--- src/rtl/exec_unit.sv ---
// exec_unit: execute/writeback stage sitting between the register file read
// ports and its write port. Single-cycle ALU ops, iterative shift-add multiply,
// and a one-cycle write-enable pulse carrying the result back to the file.
`ifndef DATA_WIDTH
`define DATA_WIDTH 16
`endif
`ifndef ADDR_WIDTH
`define ADDR_WIDTH 4
`endif

module exec_unit #(
   parameter int DATA_WIDTH = `DATA_WIDTH,
   parameter int ADDR_WIDTH = `ADDR_WIDTH
) (
   input  logic                  clk,
   input  logic                  rst,
   input  logic                  start,
   input  logic [2:0]            op,
   input  logic [ADDR_WIDTH-1:0] dst,
   input  logic [DATA_WIDTH-1:0] q_a,
   input  logic [DATA_WIDTH-1:0] q_b,
   output logic                  busy,
   output logic [DATA_WIDTH-1:0] data_c,
   output logic [ADDR_WIDTH-1:0] addr_c,
   output logic                  we,
   output logic                  zero,
   output logic                  carry
);

   localparam int CW = $clog2(DATA_WIDTH + 1);

   localparam logic [2:0] OP_ADD  = 3'b000;
   localparam logic [2:0] OP_SUB  = 3'b001;
   localparam logic [2:0] OP_AND  = 3'b010;
   localparam logic [2:0] OP_OR   = 3'b011;
   localparam logic [2:0] OP_XOR  = 3'b100;
   localparam logic [2:0] OP_SHL  = 3'b101;
   localparam logic [2:0] OP_MUL  = 3'b110;

   typedef enum logic [1:0] {IDLE, EXEC, MUL, WB} state_t;

   state_t                state;
   logic [DATA_WIDTH-1:0] a_r, b_r;
   logic [2:0]            op_r;
   logic [ADDR_WIDTH-1:0] dst_r;
   logic [DATA_WIDTH-1:0] acc, mcand, mplier;
   logic [CW-1:0]         cnt;

   logic [DATA_WIDTH-1:0] alu_res;
   logic                  alu_cy;
   logic [DATA_WIDTH:0]   sum;
   logic [31:0]           shamt;
   logic [DATA_WIDTH-1:0] mul_sum;

   // Single-cycle ALU on the operands latched at accept; carry is only
   // meaningful for ADD (carry-out) and SUB (borrow).
   always_comb begin
      alu_res = '0;
      alu_cy  = 1'b0;
      sum     = {1'b0, a_r} + {1'b0, b_r};
      shamt   = 32'(b_r) % 32'(DATA_WIDTH);
      case (op_r)
         OP_ADD: begin
            alu_res = sum[DATA_WIDTH-1:0];
            alu_cy  = sum[DATA_WIDTH];
         end
         OP_SUB: begin
            alu_res = a_r - b_r;
            alu_cy  = (a_r < b_r);
         end
         OP_AND:  alu_res = a_r & b_r;
         OP_OR:   alu_res = a_r | b_r;
         OP_XOR:  alu_res = a_r ^ b_r;
         OP_SHL:  alu_res = a_r << shamt;
         default: alu_res = a_r;  // PASS; MUL never reaches EXEC
      endcase
   end

   // One shift-add step: the accumulate this cycle would produce.
   always_comb begin
      mul_sum = acc + (mplier[0] ? mcand : '0);
   end

   // Control FSM plus registered outputs. busy mirrors "state != IDLE" and
   // we is high only while in WB.
   always_ff @(posedge clk) begin
      if (rst) begin
         state  <= IDLE;
         busy   <= 1'b0;
         we     <= 1'b0;
         data_c <= '0;
         addr_c <= '0;
         zero   <= 1'b0;
         carry  <= 1'b0;
         cnt    <= '0;
      end else begin
         case (state)
            IDLE: begin
               we <= 1'b0;
               if (start) begin
                  a_r    <= q_a;
                  b_r    <= q_b;
                  op_r   <= op;
                  dst_r  <= dst;
                  acc    <= '0;
                  mcand  <= q_a;
                  mplier <= q_b;
                  cnt    <= CW'(DATA_WIDTH);
                  busy   <= 1'b1;
                  state  <= (op == OP_MUL) ? MUL : EXEC;
               end
            end
            EXEC: begin
               data_c <= alu_res;
               addr_c <= dst_r;
               zero   <= (alu_res == '0);
               carry  <= alu_cy;
               we     <= 1'b1;
               state  <= WB;
            end
            MUL: begin
               acc    <= mul_sum;
               mcand  <= mcand << 1;
               mplier <= mplier >> 1;
               cnt    <= cnt - 1'b1;
               // Last of exactly DATA_WIDTH steps: publish the final accumulate.
               if (cnt == CW'(1)) begin
                  data_c <= mul_sum;
                  addr_c <= dst_r;
                  zero   <= (mul_sum == '0);
                  carry  <= 1'b0;
                  we     <= 1'b1;
                  state  <= WB;
               end
            end
            WB: begin
               we    <= 1'b0;
               busy  <= 1'b0;
               state <= IDLE;
            end
            default: begin
               we    <= 1'b0;
               busy  <= 1'b0;
               state <= IDLE;
            end
         endcase
      end
   end

endmodule

--- config.mk ---
export PLATFORM = sky130hd
export DESIGN_NAME = exec_unit
export DESIGN_NICKNAME = d
export VERILOG_FILES = /design/src/rtl/exec_unit.sv
export SDC_FILE = /design/constraint.sdc
export NUM_CORES = 1
export LEC_CHECK = 0
export CORE_MARGIN = 8
export CORE_UTILIZATION = 35
export CTS_CLUSTER_SIZE = 25
export DETAILED_ROUTE_END_ITERATION = 8
export PLACE_DENSITY_LB_ADDON = 0.25
export SLEW_MARGIN = 20
export SYNTH_ARGS = -nofsm -noshare
export SYNTH_HDL_FRONTEND = slang
export SYNTH_SLANG_ARGS = --single-unit
--- constraint.sdc ---
create_clock -name clk -period 5.4 [get_ports clk]
set_input_delay 1.35 -clock clk [delete_from_list [all_inputs] [get_ports clk]]
set_output_delay 1.35 -clock clk [all_outputs]
set_load 0.01 [all_outputs]
; After elaboration in Yosys (flattened, before gate mapping)
; Index checks and enable logic that the tools add are counted.
[classes]
n_addsub = 4
n_lt_le_gt_ge = 1
eq_ne = 12
shifts = 1
n_mux = 27
bitwise = 4
n_reduce_logical = 14
[op_table]
columns = cell, n
row1 = $pmux W16 S2, 4
row2 = $pmux W16 S6, 1
row3 = $mux W16, 5
row4 = $logic_not A16 Y1, 2
row5 = $add A16 B16 Y17, 1
row6 = $add A16 B16 Y16, 1
row7 = $and A16 B16 Y16, 1
row8 = $lt A16 B16 Y1, 1
row9 = $or A16 B16 Y16, 1
row10 = $shl A16 B4 Y16, 1
row11 = $sub A16 B16 Y16, 1
row12 = $xor A16 B16 Y16, 1
row13 = $pmux W5 S2, 1
row14 = $eq A3 B3 Y1 const B, 3
row15 = $pmux W1 S2, 4
row16 = $pmux W2 S4, 1
row17 = $pmux W4 S2, 1
row18 = $reduce_and A2 Y1, 4
row19 = $eq A3 B2 Y1 const B, 2
row20 = $mux W2, 3
row21 = $reduce_and A3 Y1, 2
row22 = $reduce_bool A2 Y1, 3
row23 = $eq A5 B1 Y1 const B, 1
row24 = $mux W5, 1
row25 = 12 further kinds, 17
[totals]
ff_bits = 118
in_bits = 42
output_inout_bits = 24
word_cells = 78

; Logic depth before layout (Yosys ltp)
[logic_depth]
word_depth = 5
mapped_depth = 13
ltp_nobuf = 13

; Worst setup path after synthesis
; Ideal clock, no wire load.
[synth_path]
path_type = input -> register
startpoint = in start
endpoint = reg acc[0], enable pin
setup_ns = 0.454
arrival_ns = 3.772
required_time_ns = 4.946
setup_slack_ns = 1.174
stages = 3
path_buffers = 0
cell_sequence = nand2b_1 o21ai_0 nor2_1
[synth_between]
elab_chain_cells = 2
[synth_lines]
columns = item, line
row1 = "start, declared", 17  ; input logic start,
row2 = $ne A2 B2 Y1 (no source line), -
row3 = $reduce_and A3 Y1 (no source line), -
row4 = "end signal, assigned", 122  ; acc <= mul_sum;
row5 = "end, declared", 46  ; logic [DATA_WIDTH-1:0] acc, mcand, mplier;
; Every way passes these cells.
; A chain may end at the register's enable or synchronous reset.

; Final worst setup path
[layout_path]
startpoint = reg b_r[1]
endpoint = reg zero
[layout_between]
elab_chain_cells = 4
elab_cells_between_ends = 9
classes_between = 2 x add/sub / 1 x shift / 2 x mux / 3 x bitwise / 1 x reduce/logical
[layout_lines]
columns = item, line
row1 = "start, declared", 43  ; logic [DATA_WIDTH-1:0] a_r, b_r;
row2 = "start signal, assigned", 102  ; b_r <= q_b;
row3 = "$sub A16 B16 Y16, or another cell as far along", 68  ; alu_res = a_r - b_r;
row4 = $pmux W16 S6 *, 62  ; case (op_r)
row5 = $logic_not A16 Y1 *, 116  ; zero <= (alu_res == '0);
row6 = $pmux W1 S2 *, 97  ; case (state)
row7 = "end signal, assigned", 116
row8 = "end signal, assigned", 130  ; zero <= (mul_sum == '0);
row9 = "end, declared", 26  ; output logic zero,
; Every way passes the cells marked *; elsewhere a longest branch is shown, timed or not.

==> run summary <==
=================================================================================
Area Overhead vs Synth                                                     17.52%
Count of flip-flops with a built-in enable after synthesis                     87
Multi-input combinational cell area                                     5196 um^2
Worst EP required                                                         5.76 ns
Initial standard-cell utilization of the core                              35.38%
RD Place Congestion                                                        0.9497
Maximum clock rate                                                      232.3 MHz
Setup TNS Final                                                              0 ns
Sum of routed wire length over all layers                                28080 um
Number of hold-slack violations in the final timing report                      0
Netlist cell types                                                             78
Number of CTS-inserted buffers                                                 17
Count of final max-slew check failures                                          0
Final core utilization                                                     41.58%
Remaining routing DRC violations                                                0
Reg2reg path depth                                                             11
Async S/R FF share, synth                                                      0%
Final Power                                                              3.816 mW
Count of cells along the worst hold path                                        2
Hold bufs inserted after CTS                                                    0
Prevailing post-synth register cell                                  sky130_fd_sc_hd__edfxtp_1
Buffers added on ports                                                         65
Dominant cell by count in the synthesized netlist                    sky130_fd_sc_hd__nor2_1
Standard-cell row count                                                        58
Area of the core region                                                24960 um^2
Leakage power total                                                      3.941 nW
Final period demand of the worst path                                    4.305 ns
Run status                                                           finished, final reports clean
Clock latency of the later-clocked register in the worst-skew pair        0.42 ns
Register-to-register setup slack                                          1.10 ns
Cells resized by post-CTS repair                                                0
Maximum count of clock buffers along a single path                              2
Worst hold-check path type                                           flip-flop to flip-flop
Critical register-to-register path endpoint                                  zero
Startpoint of the most critical setup path                                 b_r[1]
Maximum capacitance violations                                                  0
Horizontal die dimension                                                 174.9 um
Filler cell count                                                            2547
Vias in the first global route                                               7298
Root buf cell                                                        sky130_fd_sc_hd__clkbuf_16
Average size of a mapped cell                                          9.376 um^2
CTS H-tree lvls                                                                 4
Avg Vias per Cell                                                           5.663
Warnings from Yosys                                                             0
Count of nets left with antenna violations after detail routing                 0
Startpoint of the worst-slack reg-to-reg timing path                       b_r[1]
Detailed router's first-iteration violation count                             667
DRT Pass-1 Iters                                                                5
GRT Util Overall                                                           18.18%
Cell Area, Synth                                                        8832 um^2
Total congestion overflow                                                       0
Number of nets produced by synthesis                                         1059
Syn Inst Count                                                                942
Final worst path period share                                              79.71%
Area share of the largest cell type after synthesis                        29.58%
Clock tree from TritonCTS                                                     yes
Worst setup path endpoint                                                    zero
Vias after detailed routing                                                  7532
Synthesis-stage register bit count                                            118
Pin count of the biggest net entering global routing                           42
Area leader, netlist                                                 sky130_fd_sc_hd__edfxtp_1
PD cells                                                             367.7 nW/um^2
Count of inserted antenna diode cells                                           0
Placed cell count                                                            1298
Area contributors post-synth                                         sky130_fd_sc_hd__edfxtp_1, sky130_fd_sc_hd__ha_1, sky130_fd_sc_hd__dfxtp_1
Worst Skew                                                             0.01041 ns
Critical Setup Path Class                                            flip-flop to flip-flop
Die area                                                               30570 um^2
Tightest slew margin relative to the limit                                 31.02%
Data arrival time of the critical path                                    4.66 ns
Initial antenna violation count                                                 0
Reg area                                                                3233 um^2
Worst-Margin Slew                                                        1.029 ns
Synth cell count leaders                                             sky130_fd_sc_hd__nor2_1, sky130_fd_sc_hd__edfxtp_1, sky130_fd_sc_hd__ha_1
Count of final setup violators                                                  0
CP max FO                                                                      24
Max IR drop VDD                                                         0.2130 mV
Fraction of final layout cells sized beyond drive strength 1               10.20%
Setup repair after global routing missed its margin                         false
Seq/Total Area, Yosys                                                      36.61%
Count of boundary I/O pins                                                     66
Post-DR wirelength/cell                                                  21.11 um
Total clock sinks                                                             118
Detailed-placement wirelength estimate                                   20930 um
Global-route wire length before repair                                   43100 um
Number of buffers inserted by post-CTS setup repair                             0
Kind of capture point of the worst setup path                           flip-flop
Vertical die dimension                                                   174.9 um
Clock Pin Slew Worst Setup and Hold Paths                                 0.06 ns
Non-Filler Instances                                                         1330
Setup crit start kind                                                   flip-flop
Net count, final                                                             1104
=================================================================================
[sequential cells by signal (all words and copies together), names as in the netlist, 2 cells and up]
register  flops
a_r          16
acc          16
addr_c        4
b_r          16
cnt           5
data_c       16
dst_r         4
mcand        16
mplier       16
op_r          3
state         2
[worst max-delay path, cell delays in order (launching register included)]
cell	delay, ns
sky130_fd_sc_hd__edfxtp_1	0.91
sky130_fd_sc_hd__inv_1	0.35
sky130_fd_sc_hd__ha_1	0.40
sky130_fd_sc_hd__a211oi_1	0.43
sky130_fd_sc_hd__o21ai_0	0.31
sky130_fd_sc_hd__a21oi_1	0.33
sky130_fd_sc_hd__xor2_1	0.18
sky130_fd_sc_hd__nor2_1	0.06
sky130_fd_sc_hd__o32ai_1	0.42
sky130_fd_sc_hd__nand3_1	0.13
sky130_fd_sc_hd__or4_1	0.58
sky130_fd_sc_hd__o21ai_1	0.15
[cell usage in the layout, fill, tap and decap left out, types with 31 or more instances in the layout]
cell                               n
sky130_fd_sc_hd__dfxtp_1          31
sky130_fd_sc_hd__edfxtp_1         87
sky130_fd_sc_hd__clkdlybuf4s50_1  65
sky130_fd_sc_hd__nand2_1          54
sky130_fd_sc_hd__mux2_2           35
sky130_fd_sc_hd__ha_1             71
sky130_fd_sc_hd__o21ai_0          63
sky130_fd_sc_hd__inv_1            55
sky130_fd_sc_hd__a21oi_1          53
sky130_fd_sc_hd__nor2_1           96
[cell type report]
class	count	area share, %
repair buffers	79	7.281
multi-input cells	715	50.06
clock inverters	13	1.145
clock buffers	19	4.364
inverters	56	2.025
flip-flops and latches	118	31.15
well taps	330	3.978
[power breakdown]
group | total, mW | leakage (nW) | switching, mW | internal, mW
Sequential | 1.29 | 1.07 | 0.126 | 1.17
Combinational | 1.41 | 2.60 | 0.831 | 0.578
Clock | 1.11 | 0.275 | 0.453 | 0.661
[metrics by stage]
stage          worst slack, ns  hold WS (ns)  area, um^2
2_1_floorplan            1.174        0.4293        8832
3_3_place_gp             1.227        0.4446        9808
3_5_place_dp             1.141        0.4431        9808
4_1_cts                  1.129        0.4511       10380
5_1_grt                 0.7619        0.4667       10380
6_report                 1.095        0.4484       10380
[how the worst min path moves through the flow]
| stage | start | endpoint | slack [ns] |
|---|---|---|---|
| final | data_c[1] | data_c[1] | 0.45 |
| after global routing | data_c[1] | data_c[1] | 0.47 |
| after CTS | data_c[1] | data_c[1] | 0.45 |
| after detailed placement | data_c[1] | data_c[1] | 0.44 |
| after global placement | addr_c[2] | addr_c[2] | 0.44 |
| after floorplan | cnt[4] | cnt[4] | 0.43 |
[logic make-up (layout without fill, tap and decap cells)]
family	Yosys count	count (layout)	share of synthesized area, %
multiplexers	58	58	8.712
adder cells (fa/ha/maj)	75	75	10.88
flip-flops	118	118	36.61
XOR/XNOR	20	20	1.983
buffers and inverters	109	167	4.816
AND/OR/NAND/NOR	301	301	17.18
AO/OA/AOI/OAI	261	261	19.82
[per-layer routing]
metal / GRT usage [%] / wire [um] / part of all wire (%) / up-vias
li1: - / - / - / 3587
met1: 24.30 / 12590 / 45 / 3615
met2: 28.75 / 12890 / 46 / 276
met3: 2.892 / 1653 / 5.9 / 54
met4: 7.559 / 945 / 3.4 / 0
met5: 0 / 0 / 0 / -
(Power assumes the default switching activity.)
